### src/rtl/svf_sched_pkg.sv
// Shared definitions for the SVF voice scheduler: FSM state codes,
// overrun counter width and a saturating increment helper.
package svf_sched_pkg;

    typedef logic [1:0] state_t;

    localparam state_t ST_IDLE   = 2'd0;
    localparam state_t ST_ISSUE  = 2'd1;
    localparam state_t ST_WAIT   = 2'd2;
    localparam state_t ST_COMMIT = 2'd3;

    localparam int OVR_W = 8;

    // Saturating +1 for the dropped-edge counter.
    function automatic logic [OVR_W-1:0] ovr_sat_inc(input logic [OVR_W-1:0] v);
        logic [OVR_W-1:0] r;
        if (v == {OVR_W{1'b1}}) begin
            r = v;
        end else begin
            r = v + {{(OVR_W-1){1'b0}}, 1'b1};
        end
        return r;
    endfunction

endpackage

### src/rtl/svf_sched_edge.sv
// Rising-edge detector for the sample_clk level strobe (synchronous to clk).
module svf_sched_edge (
    input  logic clk,
    input  logic rst_n,
    input  logic sig_i,
    output logic edge_o
);

    logic sig_q;

    // Remember the previous strobe level so a rising edge can be seen.
    always_ff @(posedge clk) begin
        if (!rst_n) begin
            sig_q <= 1'b0;
        end else begin
            sig_q <= sig_i;
        end
    end

    assign edge_o = sig_i & ~sig_q;

endmodule

### src/rtl/svf_voice_scheduler.sv
// Time-multiplexes one stateless SVF compute core over N_CH channels.
// Each sample_clk rising edge snapshots the inputs, issues one request per
// channel in order (one outstanding at a time), keeps the per-channel lp/bp
// integrator state, and publishes all outputs together in one COMMIT cycle.
// Optional build macro SVF_SCHED_MASK_EN adds a per-channel enable mask ch_en.
module svf_voice_scheduler
    import svf_sched_pkg::*;
#(
    parameter int W    = 16,
    parameter int N_CH = 4,
    parameter int CW   = 3
) (
    input  logic                clk,
    input  logic                rst_n,
    input  logic                sample_clk,
    input  logic [N_CH*W-1:0]   in_flat,
    input  logic [N_CH*W-1:0]   f_flat,
    input  logic [W-1:0]        q1,
`ifdef SVF_SCHED_MASK_EN
    input  logic [N_CH-1:0]     ch_en,
`endif
    output logic                core_valid,
    input  logic                core_ready,
    output logic [W-1:0]        core_in,
    output logic [W-1:0]        core_f,
    output logic [W-1:0]        core_q1,
    output logic [W-1:0]        core_lp_z,
    output logic [W-1:0]        core_bp_z,
    input  logic                core_rsp_valid,
    input  logic [W-1:0]        core_hp,
    input  logic [W-1:0]        core_lp,
    input  logic [W-1:0]        core_bp,
    input  logic [W-1:0]        core_notch,
    output logic [N_CH*W-1:0]   hp_flat,
    output logic [N_CH*W-1:0]   lp_flat,
    output logic [N_CH*W-1:0]   bp_flat,
    output logic [N_CH*W-1:0]   notch_flat,
    output logic                busy,
    output logic [OVR_W-1:0]    overrun_cnt
);

    localparam int IDX_W = (N_CH > 1) ? $clog2(N_CH) : 1;

    logic            edge_s;
    state_t          state_q, state_d;
    logic [CW-1:0]   ch_q, ch_d;
    logic [IDX_W-1:0] ch_idx_s;

    logic [W-1:0] in_sh_q  [N_CH];
    logic [W-1:0] f_sh_q   [N_CH];
    logic [W-1:0] q1_sh_q;
    logic [W-1:0] lp_st_q  [N_CH];
    logic [W-1:0] bp_st_q  [N_CH];
    logic [W-1:0] hp_stg_q [N_CH];
    logic [W-1:0] lp_stg_q [N_CH];
    logic [W-1:0] bp_stg_q [N_CH];
    logic [W-1:0] nt_stg_q [N_CH];
    logic [OVR_W-1:0] ovr_q;

    // en_now_s: mask presented at the edge; en_tick_s: mask of the tick in flight
    logic [N_CH-1:0] en_now_s;
    logic [N_CH-1:0] en_tick_s;
    logic [CW-1:0]   first_ch_s, next_ch_s;
    logic            first_ok_s, next_ok_s;

`ifdef SVF_SCHED_MASK_EN
    logic [N_CH-1:0] en_q;
    assign en_now_s  = ch_en;
    assign en_tick_s = en_q;
`else
    assign en_now_s  = {N_CH{1'b1}};
    assign en_tick_s = {N_CH{1'b1}};
`endif

    svf_sched_edge u_edge (
        .clk    (clk),
        .rst_n  (rst_n),
        .sig_i  (sample_clk),
        .edge_o (edge_s)
    );

    assign ch_idx_s    = ch_q[IDX_W-1:0];
    assign busy        = (state_q != ST_IDLE);
    assign core_valid  = (state_q == ST_ISSUE);
    assign core_in     = in_sh_q[ch_idx_s];
    assign core_f      = f_sh_q[ch_idx_s];
    assign core_q1     = q1_sh_q;
    assign core_lp_z   = lp_st_q[ch_idx_s];
    assign core_bp_z   = bp_st_q[ch_idx_s];
    assign overrun_cnt = ovr_q;

    // Find the first enabled channel of a new tick and the next one after ch_q.
    always_comb begin
        first_ch_s = {CW{1'b0}};
        first_ok_s = 1'b0;
        next_ch_s  = {CW{1'b0}};
        next_ok_s  = 1'b0;
        for (int i = N_CH - 1; i >= 0; i--) begin
            first_ok_s = first_ok_s | en_now_s[i];
            first_ch_s = en_now_s[i] ? CW'(i) : first_ch_s;
            next_ok_s  = next_ok_s | (en_tick_s[i] && (i > int'(ch_q)));
            next_ch_s  = (en_tick_s[i] && (i > int'(ch_q))) ? CW'(i) : next_ch_s;
        end
    end

    // Sequencer next-state: IDLE -> ISSUE <-> WAIT -> COMMIT -> IDLE.
    always_comb begin
        state_d = state_q;
        ch_d    = ch_q;
        case (state_q)
            ST_IDLE: begin
                if (edge_s) begin
                    if (first_ok_s) begin
                        ch_d    = first_ch_s;
                        state_d = ST_ISSUE;
                    end else begin
                        state_d = ST_COMMIT;
                    end
                end else begin
                    state_d = ST_IDLE;
                end
            end
            ST_ISSUE: begin
                if (core_ready) begin
                    state_d = ST_WAIT;
                end else begin
                    state_d = ST_ISSUE;
                end
            end
            ST_WAIT: begin
                if (core_rsp_valid) begin
                    if (next_ok_s) begin
                        ch_d    = next_ch_s;
                        state_d = ST_ISSUE;
                    end else begin
                        state_d = ST_COMMIT;
                    end
                end else begin
                    state_d = ST_WAIT;
                end
            end
            ST_COMMIT: begin
                state_d = ST_IDLE;
            end
            default: begin
                state_d = ST_IDLE;
                ch_d    = {CW{1'b0}};
            end
        endcase
    end

    // Sequencer state and current channel registers.
    always_ff @(posedge clk) begin
        if (!rst_n) begin
            state_q <= ST_IDLE;
            ch_q    <= {CW{1'b0}};
        end else begin
            state_q <= state_d;
            ch_q    <= ch_d;
        end
    end

    // Shadow snapshot, channel state and staging updates.
    always_ff @(posedge clk) begin
        if (!rst_n) begin
            q1_sh_q <= {W{1'b0}};
            for (int c = 0; c < N_CH; c++) begin
                in_sh_q[c]  <= {W{1'b0}};
                f_sh_q[c]   <= {W{1'b0}};
                lp_st_q[c]  <= {W{1'b0}};
                bp_st_q[c]  <= {W{1'b0}};
                hp_stg_q[c] <= {W{1'b0}};
                lp_stg_q[c] <= {W{1'b0}};
                bp_stg_q[c] <= {W{1'b0}};
                nt_stg_q[c] <= {W{1'b0}};
            end
`ifdef SVF_SCHED_MASK_EN
            en_q <= {N_CH{1'b0}};
`endif
        end else begin
            if (edge_s && (state_q == ST_IDLE)) begin
                q1_sh_q <= q1;
`ifdef SVF_SCHED_MASK_EN
                en_q <= ch_en;
`endif
                for (int c = 0; c < N_CH; c++) begin
                    in_sh_q[c] <= in_flat[c*W +: W];
                    f_sh_q[c]  <= f_flat[c*W +: W];
                    // Disabled channels lose their state and publish zero.
                    if (!en_now_s[c]) begin
                        lp_st_q[c]  <= {W{1'b0}};
                        bp_st_q[c]  <= {W{1'b0}};
                        hp_stg_q[c] <= {W{1'b0}};
                        lp_stg_q[c] <= {W{1'b0}};
                        bp_stg_q[c] <= {W{1'b0}};
                        nt_stg_q[c] <= {W{1'b0}};
                    end
                end
            end
            if ((state_q == ST_WAIT) && core_rsp_valid) begin
                lp_st_q[ch_idx_s]  <= core_lp;
                bp_st_q[ch_idx_s]  <= core_bp;
                hp_stg_q[ch_idx_s] <= core_hp;
                lp_stg_q[ch_idx_s] <= core_lp;
                bp_stg_q[ch_idx_s] <= core_bp;
                nt_stg_q[ch_idx_s] <= core_notch;
            end
        end
    end

    // Publish the whole staged sample set at once, only in COMMIT.
    always_ff @(posedge clk) begin
        if (!rst_n) begin
            hp_flat    <= {(N_CH*W){1'b0}};
            lp_flat    <= {(N_CH*W){1'b0}};
            bp_flat    <= {(N_CH*W){1'b0}};
            notch_flat <= {(N_CH*W){1'b0}};
        end else if (state_q == ST_COMMIT) begin
            for (int c = 0; c < N_CH; c++) begin
                hp_flat[c*W +: W]    <= hp_stg_q[c];
                lp_flat[c*W +: W]    <= lp_stg_q[c];
                bp_flat[c*W +: W]    <= bp_stg_q[c];
                notch_flat[c*W +: W] <= nt_stg_q[c];
            end
        end else begin
            hp_flat    <= hp_flat;
            lp_flat    <= lp_flat;
            bp_flat    <= bp_flat;
            notch_flat <= notch_flat;
        end
    end

    // Count sample edges that arrive while a tick is still in progress.
    always_ff @(posedge clk) begin
        if (!rst_n) begin
            ovr_q <= {OVR_W{1'b0}};
        end else if (edge_s && (state_q != ST_IDLE)) begin
            ovr_q <= ovr_sat_inc(ovr_q);
        end else begin
            ovr_q <= ovr_q;
        end
    end

endmodule

### config.mk
export PLATFORM = sky130hd
export DESIGN_NAME = svf_voice_scheduler
export DESIGN_NICKNAME = d
export VERILOG_FILES = /design/src/rtl/svf_sched_pkg.sv /design/src/rtl/svf_sched_edge.sv /design/src/rtl/svf_voice_scheduler.sv
export SDC_FILE = /design/constraint.sdc
export NUM_CORES = 1
export LEC_CHECK = 0
export CORE_MARGIN = 3
export CORE_UTILIZATION = 30
export DETAILED_ROUTE_END_ITERATION = 10
export PLACE_DENSITY_LB_ADDON = 0.25
export SLEW_MARGIN = 40
export SYNTH_ARGS = -nofsm -noshare
export SYNTH_HDL_FRONTEND = slang
export SYNTH_SLANG_ARGS = --single-unit
export TNS_END_PERCENT = 20
### constraint.sdc
create_clock -name clk -period 13.1 [get_ports clk]
set_input_delay 3.93 -clock clk [delete_from_list [all_inputs] [get_ports clk]]
set_output_delay 3.93 -clock clk [all_outputs]
set_load 0.02 [all_outputs]
==> metrics.csv, run 1 <==
stage,metric,value,unit
floorplan,die_area,91200,um^2
setup_path,crit_buf_inv,2,
timing,finalHoldViolations,0,
flow_run,cap_violations,0,
logic_synthesis,synth.area.top_cells,"edfxtp_1, dfxtp_1, nand2_1, a21boi_0, and2_1",
clocking,post_cts_buffers,0,
clocking,postCtsHoldBufs,0,
logic_synthesis,synth_cell_types,42,
floorplan,core-area,86100,um^2
clocking,clk_pin_slew,60,ps
timing,rsz0062_at_grt,false,
floorplan,dieWidth,302,um
place,place_hpwl,53.7,mm
setup_path,cp_slowest_cell,dfxtp_4,
pwr,leakage,0.0126,uW
clocking,clockBufferDepth,3,
timing,relSlewSlack,44.4,%
grt,grt_pass1_wl,118,mm
detailed_routing,drtAntennaViolNets,0,
setup_path,crit_path_max_incr_delay,720,ps
clocking,cts_resized,0,
timing,final_max_slew_viol_count,0,
cells_and_area,register_area,17300,um^2
cells_and_area,fillers,8137,
logic_synthesis,synthTopCellsByCount,"nand2_1, edfxtp_1, dfxtp_1",
setup_path,crit_family,buffers and inverters,
timing,fin_crit,7090,ps
detailed_routing,drc,0,
logic_synthesis,synth_edf_count,384,
setup_path,endpoint_kind,primary output,
setup_path,worstPathRequired,9170,ps
timing,setup_viol,0,
place,gp_congestion,0.811,
pwr,vdd_drop_max,0.0913,mV
logic_synthesis,syn-cell-area,26300,um^2
setup_path,worstSetupStartpointType,flop,
timing,fmax,141,MHz
setup_path,critical_path_arrival,3160,ps
grt,antenna_found_initial,8,
place,dp.cells,3706,
logic_synthesis,yosysTopAreaCell,edfxtp_1,
grt,grt_max_degree,130,
setup_path,crit_type,reg -> out,
clocking,cts.sinks,671,
clocking,cts_tree,built,
logic_synthesis,async_flop_share,0,%
cells_and_area,drive_above_1_share,8.21,%
cells_and_area,syn_to_final_growth,35.2,%
timing,skew,15.7,ps
floorplan,dieHeight,302,um
floorplan,ios,559,
outcome,status,completed,
detailed_routing,routed_via_density,4.62,
pwr,powerDensity,136,nW/um^2
logic_synthesis,synth.most_common_cell,nand2_1,
setup_path,crit_path_max_fanout,38,
clocking,clk-insertion-delay-late,610,ps
worst_hold_path,hold_class,reg -> reg,
detailed_routing,vias,17800,
clocking,htree_levels,3,
grt,overflow,0,
logic_synthesis,syn_inst,2143,
grt,grt_use_total,17.2,%
timing,setup_tns,0,ps
logic_synthesis,yosysTopAreaCellShare,43.8,%
timing,tightest_slew,834,ps
timing,period_share,54.2,%
logic_synthesis,yosys_warnings,0,
logic_synthesis,seq_area_frac_synth,65.7,%
floorplan,initial_core_util,30.5,%
logic_synthesis,syn_area_per_cell,12.3,um^2
setup_path,cp_cell_sequence,buf_6 > mux4_2 > clkdlybuf4s50_1,
logic_synthesis,syn-num-nets,2360,
detailed_routing,drt_first_pass_iters,5,
cells_and_area,final_util,41.3,%
cells_and_area,fin_nets,2858,
timing,whs,457,ps
clocking,cts_buffers,77,
place,portBuffers,558,
detailed_routing,wl_per_cell,20.7,um
detailed_routing,drt_wl_total,79.9,mm
logic_synthesis,synth_ff_type,edfxtp_1,
cells_and_area,layout.cells.non_filler,3855,
pwr,total_power,4830,uW
detailed_routing,drt_iter0_markers,893,
logic_synthesis,synth.ff_latch_count,671,
floorplan,rows,107,
grt,grt_pass1_vias,18500,
cells_and_area,multi_input_area,8410,um^2
clocking,root_buffer,clkbuf_16,
## registers in the layout (all words and copies together), names as in the netlist, 16 cells and up, named ones only
| name | flops |
|---|---|
| bp_stg_q | 64 |
| notch_flat | 64 |
| lp_stg_q | 16 |
| nt_stg_q | 64 |
| core_q1 | 16 |
| bp_flat | 64 |
| hp_flat | 64 |
| hp_stg_q | 64 |
| f_sh_q | 64 |
| lp_flat | 64 |
| lp_st_q | 48 |
| in_sh_q | 64 |
## layout by cell type (no fill, tap or decap), types with 23 or more instances in the layout
cell	n
edfxtp_1	384
dfxtp_1	285
and2_1	259
a21boi_0	251
clkdlybuf4s50_1	557
mux4_2	64
and3_1	128
clkbuf_1	23
nand2_1	522
clkbuf_16	78
## final cells by class
| type | instances | area share (%) |
|---|---|---|
| Antenna cell | 6 | 0.0422 |
| Clock buffer | 110 | 6.08 |
| Sequential cell | 671 | 48.6 |
| Tap cell | 1144 | 4.03 |
| Timing Repair Buffer | 580 | 16.3 |
| Inverter | 5 | 0.0598 |
| Multi-Input combinational cell | 1306 | 23.7 |
| Clock inverter | 33 | 1.25 |
## tightest hold or removal path: cells and delay by family (launching register included)
family | cells | cell delay (ps)
compound gates | 1 | 50
flops | 1 | 310
simple gates | 1 | 50
## metal layers
metal | vias up | GRT usage [%] | share of wire [%]
li1 | 8458 | - | -
met1 | 8679 | 21.0 | 41
met2 | 560 | 29.4 | 49
met3 | 117 | 5.25 | 8.1
met4 | 6 | 4.76 | 2.3
met5 | - | 0 | 0.066
## logic make-up after synthesis
kind of cell | synth area share [%]
AND/OR/NAND/NOR | 17.6
flip-flops | 65.7
AO/OA/AOI/OAI | 8.20
buffers and inverters | 2.65
multiplexers | 5.67
adder cells (fa/ha/maj) | 0.190
XOR/XNOR | 0.0333
## stage by stage
step                area [um^2]  worst slack (ps)
global placement          32900              5980
finish                    35600              6010
global route              35500              5760
floorplan                 26300              3800
CTS                       35500              5850
detailed placement        32900              5990
## power by group
group	switching [uW]	total, uW	internal [uW]	leakage [uW]
clock network	878	2200	1320	0.00126
registers	31.7	2340	2300	0.00633
logic	156	299	143	0.00497
## worst paths after layout
check        depth (start not counted)            end   startpoint  slack, ps
max                                  3   core_bp_z[7]         flop       6010
min                                  2    hp_flat[40]  hp_flat[40]        460
max reg2reg                          6  lp_st_q[0][1]   state_q[1]       9870
min reg2reg                          2    hp_flat[40]  hp_flat[40]        460
Power figures use the tool's default switching activity.
==> inputs of run 2 (changes only) <==
==> constraint.sdc (replaced) <==
create_clock -name clk -period 5.7 [get_ports clk]
set_input_delay 1.71 -clock clk [delete_from_list [all_inputs] [get_ports clk]]
set_output_delay 1.71 -clock clk [all_outputs]
set_load 0.02 [all_outputs]
==> run 2 against run 1 <==
- clock power up 120%
- largest cell class unchanged
- global-route usage shrank 0.22 points
- critical path depth did not move
==> metrics.csv, run 2 (synthesis results as in run 1) <==
stage,metric,value,unit
worst_hold_path,hold_class,reg -> reg,
clocking,cts_resized,0,
floorplan,core-area,86100,um^2
place,place_ws,1330,ps
timing,whs,461,ps
cells_and_area,multi_input_area,8400,um^2
detailed_routing,vias,17900,
cells_and_area,fin_nets,2870,
clocking,clockBufferDepth,3,
clocking,postCtsHoldBufs,0,
cells_and_area,final_util,41.4,%
timing,tightest_slew,823,ps
grt,antenna_found_initial,6,
timing,setup_tns,0,ps
detailed_routing,drtAntennaViolNets,0,
floorplan,dieWidth,302,um
detailed_routing,drt_iter0_markers,977,
setup_path,endpoint_kind,primary output,
flow_run,cap_violations,0,
timing,skew,28.1,ps
pwr,powerDensity,307,nW/um^2
cells_and_area,layout_commonest_cell,clkdlybuf4s50_1,
cells_and_area,drive_above_1_share,8.42,%
timing,final_max_slew_viol_count,0,
setup_path,worstSetupStartpointType,flop,
cells_and_area,register_area,17300,um^2
timing,fin_crit,4570,ps
setup_path,crit_path_max_incr_delay,730,ps
clocking,cts.sinks,671,
setup_path,cp_cell_sequence,buf_4 > mux4_2 > clkdlybuf4s50_1,
cells_and_area,final_cell_mix,"clkdlybuf4s50_1, nand2_1, edfxtp_1",
detailed_routing,routed_via_density,4.63,
floorplan,ios,559,
timing,fin_ws,1130,ps
timing,period_share,80.3,%
place,gp_congestion,0.805,
clocking,cts_buffers,78,
clocking,cts_tree,built,
timing,relSlewSlack,45.2,%
clocking,root_buffer,clkbuf_16,
detailed_routing,wl_per_cell,20.5,um
setup_path,crit_type,reg -> out,
grt,grt_max_degree,140,
setup_path,crit_family,buffers and inverters,
pwr,vdd_drop_max,0.213,mV
setup_path,crit_path_max_fanout,27,
setup_path,worstPathRequired,3990,ps
place,portBuffers,558,
worst_hold_path,min_path_cells,2,
clocking,htree_levels,3,
cells_and_area,layout.cells.non_filler,3865,
grt,overflow,0,
clocking,clk-insertion-delay-late,620,ps
timing,fmax,219,MHz
timing,finalHoldViolations,0,
setup_path,crit_buf_inv,2,
clocking,post_cts_buffers,0,
detailed_routing,drc,0,
grt,grt_use_total,17.0,%
floorplan,dieHeight,302,um
cells_and_area,fillers,8195,
place,place_hpwl,54.0,mm
cells_and_area,syn_to_final_growth,35.5,%
setup_path,rr_worst_depth,7,
pwr,leakage,0.0126,uW
grt,grt_pass1_vias,18400,
clocking,clk_pin_slew,60,ps
detailed_routing,drt_first_pass_iters,5,
floorplan,initial_core_util,30.5,%
outcome,status,completed,
setup_path,critical_path_arrival,2860,ps
setup_path,cp_slowest_cell,dfxtp_4,
setup_path,path_depth,3,
place,dp.cells,3717,
detailed_routing,drt_wl_total,79.1,mm
floorplan,die_area,91200,um^2
timing,rsz0062_at_grt,false,
grt,grt_pass1_wl,117,mm
floorplan,rows,107,
timing,setup_viol,0,
[run 2: cell count changes in the layout (fill, tap and decap cells not counted), sizes merged]
cell / change
buf: +11
bufinv: -4
clkbuf: +2
clkinv: +8
clkinvlp: -3
diode: -4
[run 2: tightest hold or removal path, cell delays in order (launching register included)]
cell	delay, ps
dfxtp_1	300
nand2_1	40
a21boi_0	60
[run 2: per-layer routing]
metal  wire length (um)  part of all wire [%]  global-route usage (%)
met3               6710                   8.5                    5.51
met2              39000                    49                    29.3
met4               1560                   2.0                    4.15
met1              31700                    40                    20.6
met5                 34                 0.043                       0
[run 2: area by class of cell]
type / count / area share [%]
sequential: 671 / 48.5
multi-input combinational: 1306 / 23.6
timing repair buffer: 591 / 16.8
clock buffer: 112 / 6.09
tap: 1144 / 4.02
clock inverter: 34 / 0.973
inverter: 5 / 0.0597
antenna: 2 / 0.0140
[run 2: through the flow]
stage | instance area (um^2) | total power, uW
finish | 35600 | 10900
floorplan | 26300 | 5770
CTS | 35600 | 11100
detailed placement | 33100 | 6180
global route | 35600 | 11300
global placement | 33000 | 6160
[run 2: path summary, 6_finish.rpt]
path               startpoint  slack (ps)      endpoint
setup / recovery         flop        1130    core_in[0]
hold / removal    lp_flat[61]         460   lp_flat[61]
setup reg to reg   state_q[1]        2960  f_sh_q[3][8]
hold reg to reg   lp_flat[61]         460   lp_flat[61]
[run 2: power breakdown]
part	internal, uW	switching, uW
sequential	5300	69.8
combinational	338	358
clock	2860	2020
==> inputs of run 3 (changes only) <==
==> constraint.sdc (replaced) <==
create_clock -name clk -period 4.4 [get_ports clk]
set_input_delay 1.32 -clock clk [delete_from_list [all_inputs] [get_ports clk]]
set_output_delay 1.32 -clock clk [all_outputs]
set_load 0.02 [all_outputs]
==> run 3 against run 2 <==
- final area rose by 0.62%
- sequential cell count did not move
- clock-buffer cell count fell by 7
- first-iteration DRC count rose by 6.3%
- sequential power rose by 30%
- via count rose by 0.36%
- register-to-register slack got worse by 820 ps
- hold slack got worse by 0.68 ps
- critical path depth did not move
- power rose by 33%
- largest cell class unchanged
==> metrics.csv, run 3 (synthesis results as in run 1) <==
stage,metric,value,unit
outcome,status,completed,
floorplan,rows,107,
floorplan,dieWidth,302,um
grt,antenna_found_initial,6,
floorplan,core-area,86100,um^2
detailed_routing,drc,0,
floorplan,die_area,91200,um^2
cells_and_area,drive_above_1_share,8.51,%
floorplan,dieHeight,302,um
grt,overflow,0,
place,gp_congestion,0.791,
timing,setup_tns,0,ps
detailed_routing,drtAntennaViolNets,0,
setup_path,endpoint_kind,primary output,
detailed_routing,vias,18000,
setup_path,crit_path_max_incr_delay,600,ps
clocking,post_cts_buffers,0,
detailed_routing,drt_iter0_markers,1039,
timing,fin_crit,4020,ps
cells_and_area,fillers,8053,
place,place_hpwl,55.0,mm
cells_and_area,syn_to_final_growth,36.4,%
pwr,p_sw,3180,uW
cells_and_area,final_cell_mix,"clkdlybuf4s50_1, nand2_1, edfxtp_1",
timing,skew,24.2,ps
pwr,leakage,0.0127,uW
clocking,postCtsHoldBufs,0,
clocking,htree_levels,3,
detailed_routing,routed_via_density,4.65,
worst_hold_path,hold_class,reg -> reg,
grt,grt_use_total,17.3,%
pwr,swShare,21.9,%
timing,tightest_slew,835,ps
setup_path,crit_path_max_fanout,29,
cells_and_area,fin_nets,2868,
clocking,clk_pin_slew,50,ps
floorplan,initial_core_util,30.5,%
pwr,internal_power,11400,uW
setup_path,cp_cell_sequence,buf_12 > mux4_2 > clkdlybuf4s50_1,
pwr,p_seq_share,47.8,%
pwr,p_clk_share,46.0,%
timing,final_max_slew_viol_count,0,
detailed_routing,drt_first_pass_iters,4,
grt,grt_max_degree,172,
clocking,clk-insertion-delay-late,610,ps
timing,period_share,91.3,%
setup_path,crit_type,reg -> out,
clocking,clockBufferDepth,3,
setup_path,crit_buf_inv,2,
pwr,powerDensity,406,nW/um^2
timing,rsz0062_at_grt,false,
pwr,vdd_drop_max,0.254,mV
clocking,cts.sinks,671,
cells_and_area,layout_commonest_cell,clkdlybuf4s50_1,
setup_path,worstPathRequired,3080,ps
timing,fin_ws,383,ps
clocking,cts_resized,0,
timing,finalHoldViolations,0,
flow_run,cap_violations,0,
floorplan,ios,559,
setup_path,critical_path_arrival,2700,ps
place,portBuffers,558,
grt,grt_pass1_wl,119,mm
timing,relSlewSlack,44.3,%
clocking,root_buffer,clkbuf_16,
timing,setup_viol,0,
detailed_routing,drt_wl_total,80.6,mm
grt,grt_pass1_vias,18600,
setup_path,cp_slowest_cell,dfxtp_4,
setup_path,worstSetupStartpointType,flop,
clocking,cts_tree,built,
setup_path,crit_family,buffers and inverters,
detailed_routing,wl_per_cell,20.9,um
clocking,cts_buffers,78,
timing,fmax,249,MHz
pwr,power_frac_comb,6.2,%
place,place_ws,875,ps
==> run 3: changes by cell type in the layout (fill, tap and decap cells not counted), sizes merged <==
cell,delta
clkinv,+1
diode,+2
bufinv,+5
buf,-2
inv,-1
clkbuf,-7
==> run 3: power groups by stage <==
stage	Clock (uW)	Sequential, uW	Combinational [uW]
floorplan	0	7090	379
global placement	0	7090	911
detailed placement	0	7090	921
CTS	6890	6960	925
global route	7150	6970	974
finish	6690	6960	904
==> run 3: metal layers <==
layer / up-vias / part of all wire [%] / GRT usage, %
li1: 8463 / - / -
met1: 8776 / 40 / 21.1
met2: 616 / 50 / 30.1
met3: 98 / 8.1 / 5.27
met4: 4 / 1.8 / 3.92
met5: - / 0.029 / 0
==> run 3: path summary, 6_finish.rpt <==
check,cells after the start,end,start,slack (ps)
setup reg to reg,5,hp_stg_q[1][5],state_q[1],2140
setup / recovery,3,core_lp_z[9],flop,380
hold / removal,2,hp_flat[39],hp_flat[39],460
hold reg to reg,2,hp_flat[39],hp_flat[39],460
==> run 3: worst register-to-register path, cell delays in order (launching register included) <==
cell and delay (ps):
dfxtp_1 530, and2b_2 290, nand3_2 150, nor2_4 650, buf_12 300, and2_1 210
==> run 3: area by class of cell <==
class                      count  area [um^2]  share of cell area [%]
antenna                        4         10.0                  0.0279
clock buffer                 105         2200                    6.13
tap                         1144         1430                    3.99
inverter                       5         22.5                  0.0628
multi-input combinational   1306         8410                    23.4
sequential                   671        17300                    48.2
timing repair buffer         589         6020                    16.8
clock inverter                39          487                    1.36
==> run 3: per-stage QoR <==
step           hold WS, ps  cell area, um^2  power [uW]  utilization [%]  cells
2_1_floorplan          471            26300        7470                -   2143
3_3_place_gp           451            33100        8000             38.5   3714
5_1_grt                483            35900       15100             41.6   3859
4_1_cts                463            35800       14800             41.6   3859
3_5_place_dp           452            33200        8010             38.5   3715
6_report               460            35900       14600             41.7   3863
